==> config.mk <==
export PLATFORM = sky130hd
export DESIGN_NAME = alu_mult_sequencer
export DESIGN_NICKNAME = d
export VERILOG_FILES = /design/src/rtl/alu_mult_sequencer.sv
export SDC_FILE = /design/constraint.sdc
export NUM_CORES = 1
export LEC_CHECK = 0
export ABC_AREA = 1
export CELL_PAD_IN_SITES_DETAIL_PLACEMENT = 1
export CELL_PAD_IN_SITES_GLOBAL_PLACEMENT = 1
export CORE_AREA = 2 2 118 148
export DETAILED_ROUTE_END_ITERATION = 8
export DIE_AREA = 0 0 120 150
export PLACE_DENSITY = 0.74
export SYNTH_ARGS = -nofsm -noshare
export SYNTH_HDL_FRONTEND = slang
export SYNTH_SLANG_ARGS = --single-unit
==> constraint.sdc <==
create_clock -name clock -period 1.5 [get_ports clock]
set_input_delay 0.3 -clock clock [delete_from_list [all_inputs] [get_ports clock]]
set_output_delay 0.3 -clock clock [all_outputs]
set_load 0.02 [all_outputs]
==> src/rtl/alu_mult_sequencer.sv <==
// Iterative unsigned shift-add multiplier that time-shares an external 32-bit ALU.
// Each RUN cycle presents acc + mcand to the ALU and keeps the sum when the multiplier LSB is set.
module alu_mult_sequencer #(
   parameter int unsigned WIDTH    = 16,
   parameter logic [3:0]  ALU_ADD  = 4'b0010,
   parameter logic [3:0]  ALU_IDLE = 4'b0000
) (
   input  logic                 clock,
   input  logic                 reset,
   input  logic                 start,
   input  logic [WIDTH-1:0]     a_in,
   input  logic [WIDTH-1:0]     b_in,
   output logic                 busy,
   output logic                 done,
   output logic [2*WIDTH-1:0]   product,
   output logic [3:0]           alu_ctl,
   output logic [31:0]          alu_a,
   output logic [31:0]          alu_b,
   input  logic [31:0]          alu_out
);

   localparam int unsigned     CW   = $clog2(WIDTH + 1);
   localparam logic [CW-1:0]   LAST = CW'(WIDTH - 1);

   typedef enum logic [1:0] {
      S_IDLE,
      S_RUN,
      S_DONE
   } state_t;

   state_t           state;
   state_t           state_next;
   logic [31:0]      acc;
   logic [31:0]      mcand;
   logic [WIDTH-1:0] mplier;
   logic [CW-1:0]    count;

   // NOTE: sequential state uses non-blocking assignments so every register samples pre-edge values.
   always_ff @(posedge clock) begin
      if (reset) state <= S_IDLE;
      else       state <= state_next;
   end

   // NOTE: every output gets a default before the case so no path leaves a latch behind.
   always_comb begin
      state_next = state;
      busy       = 1'b0;
      done       = 1'b0;
      alu_ctl    = ALU_IDLE;
      alu_a      = 32'd0;
      alu_b      = 32'd0;
      case (state)
         S_IDLE: begin
            if (start) state_next = S_RUN;
         end
         S_RUN: begin
            busy    = 1'b1;
            alu_ctl = ALU_ADD;
            alu_a   = acc;
            alu_b   = mcand;
            if (count == LAST) state_next = S_DONE;
         end
         S_DONE: begin
            busy       = 1'b1;
            done       = 1'b1;
            state_next = S_IDLE;
         end
         default: state_next = S_IDLE;
      endcase
   end

   always_ff @(posedge clock) begin
      if (reset) begin
         acc    <= 32'd0;
         mcand  <= 32'd0;
         mplier <= '0;
         count  <= '0;
      end else begin
         case (state)
            S_IDLE: begin
               if (start) begin
                  acc    <= 32'd0;
                  mcand  <= 32'(a_in);
                  mplier <= b_in;
                  count  <= '0;
               end
            end
            S_RUN: begin
               // The ALU result is only the next partial sum when this multiplier bit is set.
               if (mplier[0]) acc <= alu_out;
               mcand  <= mcand << 1;
               mplier <= mplier >> 1;
               count  <= count + CW'(1);
            end
            default: ;
         endcase
      end
   end

   assign product = acc[2*WIDTH-1:0];

endmodule

### Yosys cells after proc, flatten, opt, wreduce, memory -nomap -nowiden

Index checks and enable logic that the tools add are counted.

* logic and storage cells: 35
* output and inout bits: 102
* register bits: 87
* input bits: 67

* reduce and logical (&&, ||, !) cells: 6
* mux-type cells: 17
* eq/ne operators: 6
* $add $sub $neg: 1

Operators by type and width (number)
* two-way mux 32 bit: 5
* one-hot mux 32 bit (2 select lines): 2
* one-hot mux 16 bit (2 select lines): 1
* two-way mux 16 bit: 1
* one-hot mux 5 bit (2 select lines): 1
* two-way mux 2 bit: 3
* != test 2 bit (second input constant): 3
* adder 5 x 1 -> 5 bit (second input constant): 1
* == test 5 x 4 -> 1 bit (second input constant): 1
* two-way mux 5 bit: 1
* one-hot mux 2 bit (2 select lines): 1
* AND reduction 2 bit: 2
* AND reduction 3 bit: 1
* == test 2 x 1 -> 1 bit (second input constant): 1
* == test 2 bit (second input constant): 1
* logical NOT 2 bit: 1
* two-way mux 1 bit: 2
* nonzero test 2 bit: 1
* OR reduction 2 bit: 1

### Depth between registers and ports, before layout

Gate-level depths: netlist (run 1).

* depth after elaboration: 3
* depth in mapped cells: 10
* mapped depth without buffers: 8

### Worst setup path before layout (run 1)

OpenSTA, ideal clock, no wires.

* path kind: reg2out
* from: register state[1]
* to: output port alu_a[10]
* required time: 1.200 ns
* arrival: 1.388 ns
* buffers on the path: 4
* path slack: -0.188 ns
* stages on the path, launching flop included: 9
* cell sequence: dfxtp_1 > inv_1 > ha_1 > buf_4 > buf_4 > buf_2 > buf_2 > nand2_1 > inv_1

* word-level cells in the longest chain between the ends: 2

Ends and longest elaborated chain
* from (decl): line 31 `state_t state;`
* from (signal assigned): line 41 `else state <= state_next;`
* == test 2 x 1 -> 1 bit: line 52 `case (state)`
* two-way mux 32 bit: line 52
* to (decl): line 17 `output logic [31:0] alu_a,`

No other way between the ends.

### Worst setup path after layout (run 1)

* from: register state[1]
* to: output port alu_b[6]

* word-level cells in the longest chain between the ends: 2

Ends and longest elaborated chain
* == test 2 x 1 -> 1 bit: line 52
* two-way mux 32 bit: line 52
* to (decl): line 18 `output logic [31:0] alu_b,`

No other way between the ends.

==> results.sh, run 1 <==
export IMPL_switching_power_mw=7.45
export IMPL_rows=53
export IMPL_ir_drop_mv=0.689
export IMPL_grt_pass1_vias=5011
export IMPL_criticalPathCategory="flip-flop to output port"
export IMPL_setup_slack_ps=-304
export IMPL_post_place_cells=1090
export IMPL_ctsLongestPathBuffers=2
export IMPL_finalInstanceArea_um2=8620
export IMPL_fp_dieArea_um2=18000
export IMPL_antenna_found_initial=0
export IMPL_busiest_layer="met2"
export IMPL_p_int_mw=9.65
export IMPL_crit_path_cell_trace="inv_2 -> ha_4 -> buf_12 -> buf_12 -> nand2_2 -> inv_2 -> buf_6"
export IMPL_pin_count=169
export IMPL_seqPwrFrac=0.222
export IMPL_clock_root_buffer="clkbuf_16"
export IMPL_tns_ps=-25600
export IMPL_rsz0062_at_grt="yes"
export IMPL_clockPowerShare=0.146
export IMPL_clock_latency_ps=340
export IMPL_synthTopCellsByCount="230 x nand2_1, 97 x nor2_1, 87 x dfxtp_1"
export IMPL_vias=5216
export IMPL_cpPeakStageDelay_ps=330
export IMPL_seq_area_um2=1740
export IMPL_period_needed_ps=1800
export IMPL_met1_usage=0.209
export IMPL_drt_iter0_drc=203
export IMPL_clk_pin_slew_worst_paths_ps=70
export IMPL_die_height_um=150
export IMPL_drive_gt1_frac=0.456
export IMPL_total_leakage_power_nw=4.51
export IMPL_die_w_um=120
export IMPL_syn_inst=702
export IMPL_fin_skew_ps=7.58
export IMPL_critPathRequiredTime_ps=1200
export IMPL_dp_hpwl_mm=10.1
export IMPL_yosysTopAreaCell="dfxtp_1"
export IMPL_antenna_left=0
export IMPL_cts_max_level=3
export IMPL_fin_nets=988
export IMPL_fmax_mhz=554
export IMPL_synth_area_um2=4410
export IMPL_power_share_combinational=0.632
export IMPL_ys_types=19
export IMPL_status="complete, but fails checks"
export IMPL_hold_path_class="flip-flop to flip-flop"
export IMPL_crit_path_start_kind="flip-flop"
export IMPL_routabilityCongestion=0.744
export IMPL_synth_edf_count=0
export IMPL_avgSynthCellArea_um2=6.28
export IMPL_crit_fanout=6
export IMPL_grt_max_degree=31
export IMPL_wl_per_cell_um=16.5
export IMPL_crit_path_top_delay_cell="dfxtp_2"
export IMPL_cts_buffers=9
export IMPL_core_um2=16600
export IMPL_finalHoldViolCount=0
export IMPL_routed_via_density=4.57
export IMPL_gr_usage_met2=0.320
export IMPL_netlist_area_leader_share=0.395
export IMPL_gr_total_overflow=0
export IMPL_multi_input_area_um2=2890
export IMPL_cts_tree="done"
export IMPL_drt_first_pass_iters=4
export IMPL_met3_usage=0.0232
export IMPL_synth_seq_cells=87
export IMPL_synth_most_common_cell="nand2_1"
export IMPL_routed_wirelength_mm=18.8
export IMPL_synth_warnings=0
export IMPL_cap_viol_max_count=0
export IMPL_total_power_mw=17.1
export IMPL_setup_viol=136
export IMPL_fillerInstances=1981
export IMPL_ys_top_cells_by_area="dfxtp_1 40%, nand2_1 20%, nor2_1 8.3%, a21oi_1 6.5%, nand3_1 6.4%"
export IMPL_drc=0
export IMPL_port_buffers=165
export IMPL_clock_sinks=87
export IMPL_grt_pass1_wl_mm=25.3
export IMPL_powerDensity_nw_per_um2=1980
export IMPL_grtUsageTotal=0.175
export IMPL_slew_violations=0
export IMPL_cpLargestDelayFamily="buffers and inverters"
export IMPL_cp_arrival_ps=1500
export IMPL_antenna_cells=0
export IMPL_finalNonFillerCells=1141
export IMPL_end_kind="output port"
export IMPL_fin_util=0.518
export IMPL_p_sw_frac=0.436
export IMPL_dpl_cell_area_um2=6650
export IMPL_violations="setup timing"
export IMPL_yosysSeqAreaShare=0.395
export IMPL_fin_crit_sh=1.20
export IMPL_path_buf_inv=5
export IMPL_synthArstFlopShare=0
export IMPL_syn_to_final_growth_pct=95.6
export IMPL_synthFlopType="dfxtp_1"
export IMPL_initial_utilization=0.265
worst min-delay path, delay by kind of cell (launching register included):
kind            cells  cell delay, ps
compound gates      1              50
flops               1             310
simple gates        1              70
area by class of cell:
cell class / count / area share
clock inverters: 7 / 0.0116
multi-input cells: 488 / 0.335
repair buffers: 255 / 0.359
inverters: 75 / 0.0344
flip-flops and latches: 87 / 0.202
well taps: 220 / 0.0319
clock buffers: 9 / 0.0261
power groups by stage:
| stage | combinational (mW) | clock [mW] | sequential [mW] |
|---|---|---|---|
| floorplan | 3.92 | 0 | 3.97 |
| global placement | 7.00 | 0 | 3.64 |
| detailed placement | 7.07 | 0 | 3.64 |
| CTS | 8.39 | 2.57 | 3.64 |
| global route | 11.6 | 2.68 | 3.89 |
| finish | 10.8 | 2.49 | 3.79 |
per-stage QoR:
stage | hold WS, ps | setup WS [ps]
CTS | 482 | -297
floorplan | 457 | 12.9
detailed placement | 472 | -356
global placement | 467 | -316
finish | 478 | -304
global route | 506 | -372
per-layer routing:
layer / vias up / part of all wire
met3: 25 / 0.041
li1: 2587 / -
met5: - / 0
met4: 0 / 0.021
met1: 2476 / 0.40
met2: 128 / 0.54
state kept, by name, indices dropped and copies added (netlist names):
name	count
state	2
mcand	32
count	5
mplier	16
product	32
worst paths after layout:
kind,start,to,slack [ps],depth (start not counted)
worst max register to register,state[1],product[13],-220,10
worst max-delay path,state[1],alu_b[6],-300,7
worst min register to register,mcand[16],mcand[16],480,2
worst min-delay path,mcand[16],mcand[16],480,2
kinds of logic (layout without fill, tap and decap cells):
logic type / count (synthesis) / in the layout / synth area share
buffers and inverters: 130 / 346 / 0.136
other: 1 / 3 / 0.000851
and+or+nand+nor: 390 / 391 / 0.352
AOI/OAI and AO/OA: 89 / 89 / 0.101
adders and majority gates: 5 / 5 / 0.0142
DFF: 87 / 87 / 0.395
what timing repair did:
action,CTS,global route
cloned,8,12
hold buffers,0,0
pin swaps,18,116
gates resized for setup,452,274
buffers inserted,10,12
endpoints found under the setup margin,170,173
cell usage in the layout (no fill, tap or decap), drive strengths merged:
cell type      instances
dlymetal6s2s          25
nand2                235
clkbuf                20
nor2                  97
inv                   77
bufinv                 2
dlygate4sd2            7
conb                   3
nand3                 56
and3                   1
ha                     5
nand4                  2
a21oi                 57
clkinv                 3
dfxtp                 87
buf                  146
clkdlybuf4s50         66
o21ai                 32
No activity file was read; power rests on OpenSTA's default activity.
==> inputs of run 2 (changes only) <==
--- a/config.mk
+++ b/config.mk
@@ -12,6 +12,7 @@
 export DETAILED_ROUTE_END_ITERATION = 8
 export DIE_AREA = 0 0 120 150
 export PLACE_DENSITY = 0.74
+export SKIP_LAST_GASP = 1
 export SYNTH_ARGS = -nofsm -noshare
 export SYNTH_HDL_FRONTEND = slang
 export SYNTH_SLANG_ARGS = --single-unit
==> results.sh, run 2 (synthesized netlist as in run 1, its figures left out) <==
export IMPL_drt_iter0_drc=207
export IMPL_die_w_um=120
export IMPL_power_share_combinational=0.605
export IMPL_final_cell_mix="213 x nand2_1, 95 x nor2_1, 87 x buf_4"
export IMPL_rsz0062_at_grt="yes"
export IMPL_grt_max_degree=31
export IMPL_r2r_start="state[1]"
export IMPL_drive_gt1_frac=0.279
export IMPL_fillerInstances=2054
export IMPL_finalHoldViolCount=0
export IMPL_fp_dieArea_um2=18000
export IMPL_clockPowerShare=0.160
export IMPL_routed_via_density=4.49
export IMPL_cts_tree="done"
export IMPL_ctsLongestPathBuffers=2
export IMPL_min_path_cells=2
export IMPL_p_sw_frac=0.418
export IMPL_rr_worst_depth=10
export IMPL_total_leakage_power_nw=4.35
export IMPL_fin_crit_sh=1.20
export IMPL_status="complete, but fails checks"
export IMPL_seqPwrFrac=0.235
export IMPL_drc=0
export IMPL_fmax_mhz=557
export IMPL_cap_viol_max_count=0
export IMPL_port_buffers=165
export IMPL_grt_pass1_vias=5026
export IMPL_final_common_cell="nand2_1"
export IMPL_initial_utilization=0.265
export IMPL_slew_violations=0
export IMPL_clock_root_buffer="clkbuf_16"
export IMPL_whs_endpoint="mcand[16]"
export IMPL_cts_buffers=9
export IMPL_crit_fanout=18
export IMPL_gr_total_overflow=0
export IMPL_drt_first_pass_iters=4
export IMPL_violations="setup timing"
export IMPL_p_int_mw=9.07
export IMPL_routabilityCongestion=0.744
export IMPL_period_needed_ps=1800
export IMPL_pin_count=169
export IMPL_switching_power_mw=6.52
export IMPL_grtUsageTotal=0.175
export IMPL_wl_per_cell_um=15.1
export IMPL_criticalPathCategory="flip-flop to output port"
export IMPL_syn_to_final_growth_pct=77.6
export IMPL_core_um2=16600
export IMPL_grt_pass1_wl_mm=25.3
export IMPL_tns_ps=-26550
export IMPL_whs_ps=476
export IMPL_critPathRequiredTime_ps=1200
export IMPL_setup_viol=133
export IMPL_fin_skew_ps=8.02
export IMPL_hold_path_class="flip-flop to flip-flop"
export IMPL_hp_start="mcand[16]"
export IMPL_rrSetupSlack_ps=-230
export IMPL_antenna_found_initial=0
export IMPL_crit_path_start_kind="flip-flop"
export IMPL_antenna_cells=0
export IMPL_powerDensity_nw_per_um2=1990
export IMPL_cts_max_level=3
export IMPL_vias=5114
export IMPL_setup_slack_ps=-296
export IMPL_clock_sinks=87
export IMPL_rr_endpoint="product[21]"
export IMPL_clock_latency_ps=340
export IMPL_die_height_um=150
export IMPL_routed_wirelength_mm=17.1
export IMPL_dp_hpwl_mm=10.1
export IMPL_clk_pin_slew_worst_paths_ps=70
export IMPL_fin_nets=985
export IMPL_end_kind="output port"
export IMPL_ir_drop_mv=0.680
export IMPL_cp_arrival_ps=1500
export IMPL_rows=53
export IMPL_antenna_left=0
-- run 2: cell types whose count changed in the layout (fill, tap and decap cells not counted), sizes merged, moves of 4 or more --
cell	change
buf	-8
clkbuf	-4
clkdlybuf4s15	+7
dlygate4sd2	-7
dlymetal6s2s	+7
-- run 2: worst max-delay path by stage --
stage / start / end / slack, ps / depth (start not counted)
after CTS: state[1] / alu_b[0] / -310 / 7
after global placement: state[1] / alu_b[0] / -320 / 6
after floorplan: state[1] / alu_a[10] / 10 / 8
after global routing: state[1] / alu_b[31] / -380 / 6
after detailed placement: state[1] / alu_b[0] / -360 / 6
final: state[1] / alu_b[31] / -300 / 6
-- run 2: layer usage --
metal,vias to the layer above,routed length (µm),global-route usage
met5,-,0,0
met3,17,593,0.0229
met2,116,8900,0.317
met4,0,259,0.0629
li1,2583,-,-
met1,2398,7390,0.211
-- run 2: per-stage QoR --
step	instances	utilization	setup slack (ps)	total power, mW	cell area [µm²]
after CTS	1123	0.440	-307	14.6	7320
after global routing	1138	0.470	-376	16.6	7820
final	1138	0.470	-296	15.6	7820
after detailed placement	1090	0.399	-356	10.7	6650
after global placement	1090	0.399	-316	10.6	6650
after floorplan	704	-	12.9	7.89	4450
-- run 2: final cells by class --
type	count	area, µm²	area share
clock inverters	7	100	0.0128
clock buffers	9	225	0.0288
multi-input cells	489	2330	0.297
inverters	75	289	0.0369
flip-flops and latches	87	1740	0.223
well taps	220	275	0.0352
repair buffers	251	2860	0.366
-- run 2: what timing repair did --
item                                    in CTS  in global routing
hold endpoints to repair                     0                  0
gates cloned                                 8                 10
hold buffers                                 0                  0
endpoints found under the setup margin     170                180
pin swaps                                    3                 21
gates resized for setup                    367                 94
setup buffers                               10                  8
-- run 2: power by group through the flow --
stage                     Clock (mW)  Combinational, mW  Sequential, mW
after global routing            2.66               10.2            3.77
after CTS                       2.57               8.40            3.64
after global placement             0               7.00            3.64
after detailed placement           0               7.07            3.64
final                           2.49               9.43            3.67
after floorplan                    0               3.92            3.97
-- run 2: worst max-delay path, stage by stage (launching register included) --
cell	delay, ps
dfxtp_2	330
inv_2	80
ha_4	210
buf_12	160
nand2_1	60
inv_1	50
clkdlybuf4s15_2	260
==> inputs of run 3 (changes only) <==
==> constraint.sdc (replaced) <==
create_clock -name clock -period 1.5 [get_ports clock]
set_input_delay 0.375 -clock clock [delete_from_list [all_inputs] [get_ports clock]]
set_output_delay 0.375 -clock clock [all_outputs]
set_load 0.02 [all_outputs]
==> results.sh, run 3 (synthesized netlist as in run 1, its figures left out) <==
export IMPL_violations="setup timing"
export IMPL_end_kind="output port"
export IMPL_routabilityCongestion=0.729
export IMPL_fmax_mhz=529
export IMPL_fin_util=0.506
export IMPL_pin_count=169
export IMPL_die_w_um=120
export IMPL_grt_pass1_vias=5336
export IMPL_clock_latency_ps=340
export IMPL_setup_slack_ps=-391
export IMPL_routed_wirelength_mm=18.5
export IMPL_rr_endpoint="product[22]"
export IMPL_path_buf_inv=6
export IMPL_vias=5372
export IMPL_crit_path_cell_trace="inv_2 -> ha_4 -> buf_12 -> buf_12 -> buf_16 -> nand2_4 -> inv_2 -> buf_6"
export IMPL_cts_tree="done"
export IMPL_finalNonFillerCells=1155
export IMPL_antenna_found_initial=0
export IMPL_dp_slack_ps=-442
export IMPL_r2r_start="state[1]"
export IMPL_clock_root_buffer="clkbuf_16"
export IMPL_hold_buffers=0
export IMPL_drc=0
export IMPL_crit_fanout=5
export IMPL_min_path_cells=2
export IMPL_drive_gt1_frac=0.404
export IMPL_finalHoldViolCount=0
export IMPL_whs_ps=483
export IMPL_rows=53
export IMPL_fin_nets=1002
export IMPL_rrSetupSlack_ps=-250
export IMPL_powerDensity_nw_per_um2=2080
export IMPL_gr_total_overflow=0
export IMPL_whs_endpoint="mcand[19]"
export IMPL_cap_viol_max_count=0
export IMPL_status="complete, but fails checks"
export IMPL_rsz0062_at_grt="yes"
export IMPL_met3_usage=0.0335
export IMPL_drt_first_pass_iters=6
export IMPL_final_cell_mix="167 x nand2_1, 91 x nor2_1, 85 x dfxtp_1"
export IMPL_setup_viol=139
export IMPL_rr_worst_depth=12
export IMPL_crit_path_top_delay_cell="dfxtp_2"
export IMPL_grt_max_degree=38
export IMPL_dpl_cell_area_um2=6590
export IMPL_cp_arrival_ps=1520
export IMPL_port_buffers=165
export IMPL_wl_per_cell_um=16.0
export IMPL_ir_drop_mv=0.716
export IMPL_finalInstanceArea_um2=8420
export IMPL_fp_dieArea_um2=18000
export IMPL_die_height_um=150
export IMPL_met1_usage=0.211
export IMPL_criticalPathCategory="flip-flop to output port"
export IMPL_syn_to_final_growth_pct=91.1
export IMPL_dp_hpwl_mm=9.92
export IMPL_routed_via_density=4.65
export IMPL_clock_sinks=87
export IMPL_busiest_layer="met2"
export IMPL_grt_pass1_wl_mm=26.8
export IMPL_fin_crit_sh=1.26
export IMPL_drt_iter0_drc=233
export IMPL_cpLargestDelayFamily="buffers and inverters"
export IMPL_core_um2=16600
export IMPL_total_leakage_power_nw=4.29
export IMPL_clk_pin_slew_worst_paths_ps=70
export IMPL_slew_violations=0
export IMPL_grtUsageTotal=0.186
export IMPL_initial_utilization=0.265
export IMPL_hold_path_class="flip-flop to flip-flop"
export IMPL_hp_start="mcand[19]"
export IMPL_antenna_left=0
export IMPL_final_common_cell="nand2_1"
export IMPL_period_needed_ps=1890
export IMPL_cts_buffers=9
export IMPL_ctsLongestPathBuffers=2
export IMPL_total_power_mw=17.5
export IMPL_antenna_cells=0
export IMPL_gr_usage_met2=0.355
export IMPL_crit_path_start_kind="flip-flop"
export IMPL_cpPeakStageDelay_ps=340
export IMPL_fin_skew_ps=7.76
export IMPL_cts_max_level=3
export IMPL_critPathRequiredTime_ps=1120
export IMPL_post_place_cells=1087
export IMPL_tns_ps=-30040
==> run 3: changes by cell type in the layout (fill, tap and decap cells not counted), moves of 22 or more <==
cell,previous run,this run
nand2_1,213,167
nand2_2,13,52
dlygate4sd2_1,0,32
dlymetal6s2s_1,32,0
nand3_1,55,31
nand3_2,1,23
==> run 3: worst max-delay path by stage <==
stage,from,endpoint,cells after the start
final,state[1],alu_a[10],8
after global routing,state[1],alu_a[12],8
after CTS,state[1],alu_a[26],8
after detailed placement,state[1],alu_a[8],6
after global placement,state[1],alu_a[12],6
after floorplan,state[1],alu_a[10],8
==> run 3: timing repair <==
action / CTS / global route
endpoints found under the setup margin: 161 / 161
gates resized for setup: 486 / 128
pin swaps: 16 / 24
buffers inserted: 26 / 11
hold endpoints to repair: 0 / 0
cloned: 13 / 10
==> run 3: layer usage <==
layer	up-vias	share of wire
li1	2613	-
met1	2603	0.40
met2	142	0.54
met3	14	0.046
met4	0	0.012
met5	-	0
==> run 3: power breakdown <==
group | leakage [nW] | switching, mW | total (mW) | internal [mW]
sequential | 0.715 | 0.699 | 3.78 | 3.08
clock | 0.153 | 1.00 | 2.40 | 1.40
combinational | 3.42 | 5.78 | 11.3 | 5.53
==> run 3: final cells by class <==
class | instances | area, µm²
well taps | 220 | 275
inverters | 75 | 307
clock inverters | 5 | 63.8
fillers | 2001 | 8220
clock buffers | 11 | 253
multi-input cells | 487 | 2720
flip-flops and latches | 87 | 1750
repair buffers | 270 | 3050
==> run 3: worst reg2reg max path, stage by stage, from the launching register on <==
cell and delay [ps]:
dfxtp_2 340, inv_2 50, ha_4 170, buf_12 130
buf_4 140, nand2_4 110, nand2_8 100, buf_12 150
buf_12 120, buf_12 130, nand3_4 80, nand2_2 50
nor2_2 120
